### config.mk
export PLATFORM = sky130hd
export DESIGN_NAME = hazard_stall_ctrl
export DESIGN_NICKNAME = d
export VERILOG_FILES = /design/src/rtl/hazard_stall_ctrl.sv
export SDC_FILE = /design/constraint.sdc
export NUM_CORES = 1
export LEC_CHECK = 0
export CORE_MARGIN = 2
export CORE_UTILIZATION = 25
export DETAILED_ROUTE_END_ITERATION = 6
export PLACE_DENSITY_LB_ADDON = 0.1
export SLEW_MARGIN = 20
export SYNTH_ARGS = -nofsm -noshare
export SYNTH_HDL_FRONTEND = slang
export SYNTH_SLANG_ARGS = --single-unit
### constraint.sdc
create_clock -name clk -period 2.5 [get_ports clk]
set_input_delay 0.375 -clock clk [delete_from_list [all_inputs] [get_ports clk]]
set_output_delay 0.375 -clock clk [all_outputs]
set_load 0.005 [all_outputs]
### src/rtl/hazard_stall_ctrl.sv
// Pipeline hazard unit: sequences PC / IF-ID / ID-EX control for load-use, branch/jump,
// instruction-memory wait and multi-cycle mult/div hazards, and counts stall cycles.
module hazard_stall_ctrl #(
    parameter int MD_LATENCY = 4,
    parameter int CNT_W      = 6
) (
    input  logic        clk,
    input  logic        rst,
    input  logic [4:0]  id_rs,
    input  logic [4:0]  id_rt,
    input  logic        id_uses_rt,
    input  logic        id_ex_memread,
    input  logic [4:0]  id_ex_rt,
    input  logic        ex_branch_taken,
    input  logic        id_jump,
    input  logic        id_md_start,
    input  logic        id_md_read,
    input  logic        imem_ready,
    output logic        pc_write,
    output logic        if_id_write,
    output logic        if_id_flush,
    output logic        id_ex_flush,
    output logic        md_busy,
    output logic [15:0] stall_count
);

    typedef enum logic {RUN, MD_BUSY} state_t;

    state_t           state;
    logic [CNT_W-1:0] md_cnt;
    logic             lu_haz;
    logic             md_haz;
    logic             md_accept;

    assign lu_haz = id_ex_memread && (id_ex_rt != 5'd0) &&
                    ((id_ex_rt == id_rs) || (id_uses_rt && (id_ex_rt == id_rt)));
    assign md_haz  = (state == MD_BUSY) && (id_md_start || id_md_read);
    assign md_busy = (state == MD_BUSY);

    // A taken branch squashes the ID instruction, so it may neither stall nor start mult/div.
    always_comb begin
        pc_write    = 1'b1;
        if_id_write = 1'b1;
        if_id_flush = 1'b0;
        id_ex_flush = 1'b0;
        md_accept   = 1'b0;
        if (rst) begin
            pc_write    = 1'b0;
            if_id_write = 1'b0;
            if_id_flush = 1'b1;
            id_ex_flush = 1'b1;
        end else if (ex_branch_taken) begin
            if_id_write = 1'b0;
            if_id_flush = 1'b1;
            id_ex_flush = 1'b1;
        end else if (!imem_ready || lu_haz || md_haz) begin
            pc_write    = 1'b0;
            if_id_write = 1'b0;
            id_ex_flush = 1'b1;
        end else if (id_jump) begin
            if_id_write = 1'b0;
            if_id_flush = 1'b1;
            md_accept   = id_md_start && (state == RUN);
        end else begin
            md_accept   = id_md_start && (state == RUN);
        end
    end

    always_ff @(posedge clk or posedge rst) begin
        if (rst) begin
            state  <= RUN;
            md_cnt <= '0;
        end else begin
            case (state)
                RUN: begin
                    if (md_accept) begin
                        state  <= MD_BUSY;
                        md_cnt <= CNT_W'(MD_LATENCY - 1);
                    end
                end
                MD_BUSY: begin
                    if (md_cnt != '0) md_cnt <= md_cnt - 1'b1;
                    else              state  <= RUN;
                end
                default: state <= RUN;
            endcase
        end
    end

    always_ff @(posedge clk or posedge rst) begin
        if (rst)
            stall_count <= 16'd0;
        else if (!pc_write && (stall_count != 16'hFFFF))
            stall_count <= stall_count + 16'd1;
    end

endmodule

==> impl_metrics.env <==
export IMPL_status="finished, final reports clean"
export IMPL_yosys_area_share_simple_pct=22.9
export IMPL_coreArea_sq_mm=0.00479
export IMPL_cts_root_buf="clkbuf_8"
export IMPL_crit_family="buffers and inverters"
export IMPL_dr_pass1_iters=2
export IMPL_yosys_area_top_type_share_pct=45.9
export IMPL_synth_seq_cells=23
export IMPL_cts_hold_buf=0
export IMPL_p_sw_uw=460
export IMPL_nets=210
export IMPL_synthTopCellsByArea="dfrtp_1 (46%), xnor2_1 (18%), nand3_1 (3.6%), and4_1 (3.5%), nand4_1 (3.5%)"
export IMPL_drc_errors=0
export IMPL_clk_latency_ns=0.26
export IMPL_syn_inst=125
export IMPL_final_common_cell="clkdlybuf4s50_1"
export IMPL_die_w_um=74.9
export IMPL_fp_dieArea_sq_mm=0.00560
export IMPL_cp_arrival_ns=1.97
export IMPL_first_global_vias=1138
export IMPL_p_clk_share_pct=16.3
export IMPL_p_per_area_mw_per_mm2=727
export IMPL_slew_headroom_pct=79.9
export IMPL_clkSlewWorstSetupHoldPaths_ns=0.08
export IMPL_peakVddDrop_v=0.000356
export IMPL_start_kind="input pin"
export IMPL_max_cap_violations=0
export IMPL_combPwrFrac_pct=39.8
export IMPL_path_max_fanout=3
export IMPL_synth_compound_area_share_pct=4.09
export IMPL_rr_startpoint="stall_count[0]"
export IMPL_fin_cells=250
export IMPL_fin_skew_ns=0.00822
export IMPL_io_buffers=44
export IMPL_synth_top_cell_by_area="dfrtp_1"
export IMPL_cts_tree="yes"
export IMPL_ys_warn_count=0
export IMPL_drt_wl_total_um=3120
export IMPL_leakagePower_uw=0.000808
export IMPL_drt_iter0_drc=30
export IMPL_vias=1089
export IMPL_max_freq_mhz=426
export IMPL_mostFrequentLayoutCells="clkdlybuf4s50_1 (37), xnor2_1 (26), dfrtp_1 (23)"
export IMPL_cts_buffer_depth=2
export IMPL_tightestPinTransition_ns=0.298
export IMPL_syn_nets=151
export IMPL_tns_ns=0
export IMPL_num_io_pins=45
export IMPL_grt_total_usage_pct=12.3
export IMPL_fin_util_pct=40.1
export IMPL_cpPeakStageDelay_ns=0.42
export IMPL_rsz0062_at_grt="no"
export IMPL_antenna_cells_inserted=0
export IMPL_dpl_cell_count=242
export IMPL_crit_path_end_kind="primary output"
export IMPL_routedWlPerCell_um=12.5
export IMPL_layout_drive_gt1_share_pct=14.2
export IMPL_maxSlewViolCount=0
export IMPL_p_sw_share_pct=32.9
export IMPL_drtAntennaViolNets=0
export IMPL_dp_hpwl_um=2370
export IMPL_period_share_pct=93.9
export IMPL_synthAdderAreaFrac_pct=1.99
export IMPL_setup_violations=0
export IMPL_p_int_uw=936
export IMPL_clock_sinks=23
export IMPL_htreeDepth=1
export IMPL_path_class="in -> out"
export IMPL_yosysSeqAreaShare_pct=45.9
export IMPL_synth_xor_area_share_pct=20.2
export IMPL_grt_antenna_before_repair=0
export IMPL_num_rows=25
export IMPL_syn_to_final_growth_pct=53.0
export IMPL_required_ns=2.12
export IMPL_hold_path_class="reg -> reg"
export IMPL_critPathBufInv=4
export IMPL_holdCritStartpoint="stall_count[7]"
export IMPL_hold_viol=0
export IMPL_synth_top_family_by_area="simple AND/OR/NAND/NOR gates"
export IMPL_synth_cell_type_count=27
export IMPL_grt_pass1_wl_um=5270
export IMPL_slowest_stage="clkdlybuf4s50_1"
export IMPL_die_h_um=74.9
export IMPL_layout_min_cycle_time_ns=2.35
export IMPL_viasPerCell=4.36
export IMPL_cp_cell_sequence="clkdlybuf4s50_1, or4_1, o21ai_1, inv_1, a21oi_2, buf_4, nand2_2, dlygate4sd2_1"
export IMPL_seqPwrFrac_pct=43.9
export IMPL_netlist_area_sq_mm=0.00125
export IMPL_synthMuxAreaShare_pct=2.69
export IMPL_cts_made_buffers=3
export IMPL_avgSynthCellArea_sq_um=10.0
export IMPL_grt_max_degree=24
export IMPL_initial_core_util_pct=26.2
export IMPL_crit_start="id_ex_rt[4]"
export IMPL_grt_overflow=0
export IMPL_gp_congestion=0.858
==> cells by family after synthesis <==
| kind of cell | count (synthesis) |
|---|---|
| fa+ha+maj | 2 |
| xor+xnor | 29 |
| compound gates | 7 |
| flops | 23 |
| buf+inv | 7 |
| mux | 3 |
| simple gates | 54 |
==> worst register-to-register path, cell delays in order (launching register included) <==
cell,delay [ns]
dfrtp_1,0.44
ha_1,0.23
and3_1,0.29
nand4_1,0.16
nand4b_1,0.11
nand2_1,0.11
buf_12,0.15
mux2_2,0.34
==> Yosys cell counts, drive strengths merged <==
| library cell | count |
|---|---|
| clkbuf | 2 |
| a21oi | 2 |
| inv | 4 |
| and2 | 1 |
| ha | 2 |
| nor2 | 11 |
| and3 | 4 |
| nand2 | 12 |
| or4 | 2 |
| xnor2 | 26 |
| o22ai | 1 |
| dfrtp | 23 |
| nand2b | 1 |
| buf | 1 |
| nand4b | 1 |
| nand4 | 7 |
| mux2 | 3 |
| o21ai | 4 |
| nand3 | 9 |
| nor3 | 1 |
| xor2 | 3 |
| and4 | 5 |
==> registers in the layout, indices dropped and copies added (netlist names) <==
signal and flops:
md_busy 1, md_cnt 6, stall_count 16
==> power by group through the flow <==
stage / logic, uW / registers [uW] / clock network (uW)
6_report: 556 / 613 / 227
4_1_cts: 566 / 614 / 241
5_1_grt: 629 / 633 / 257
3_3_place_gp: 544 / 612 / 0
3_5_place_dp: 555 / 620 / 0
2_1_floorplan: 301 / 601 / 0
==> per-layer routing <==
metal | share of wire [%] | wire length (um) | vias up | global-route usage, %
met2 | 53 | 1660 | 18 | 21.7
met5 | 0 | 0 | - | 0
met4 | 1.7 | 54 | 0 | 2.78
met1 | 42 | 1300 | 521 | 14.8
li1 | - | - | 544 | -
met3 | 3.4 | 106 | 6 | 3.35
==> through the flow <==
step | cell area [sq um] | hold slack (ns) | power, uW | setup WS [ns]
3_3_place_gp | 1850 | 0.477 | 1160 | -0.237
5_1_grt | 1920 | 0.515 | 1520 | 0.00718
4_1_cts | 1920 | 0.502 | 1420 | 0.00501
6_report | 1920 | 0.499 | 1400 | 0.153
2_1_floorplan | 1250 | 0.377 | 902 | 0.569
3_5_place_dp | 1850 | 0.485 | 1170 | -0.247
==> path summary, 6_finish.rpt <==
check | depth (start not counted) | slack (ns) | to
hold reg to reg | 1 | 0.50 | stall_count[7]
setup / recovery | 8 | 0.15 | id_ex_flush
setup reg to reg | 7 | 0.57 | stall_count[1]
max in group asynchronous | 3 | 1.71 | stall_count[12]
min in group asynchronous | 3 | 0.54 | stall_count[10]
hold / removal | 1 | 0.50 | stall_count[7]
==> final cells by class <==
type,count,area (sq um)
clock buffers,3,41.3
clock inverters,1,5.00
fillers,493,2870
inverters,4,15.0
multi-input cells,95,658
flip-flops and latches,23,576
well taps,67,83.8
repair buffers,57,542
==> what timing repair did <==
item | in CTS | in global routing
buffers inserted | 3 | 1
endpoints found under the setup margin | 4 | 4
gates resized for setup | 7 | 8
cloned | 0 | 0
pin swaps | 2 | 4
endpoints found under the hold margin | 0 | 0
No activity file was read; power rests on OpenSTA's default activity.
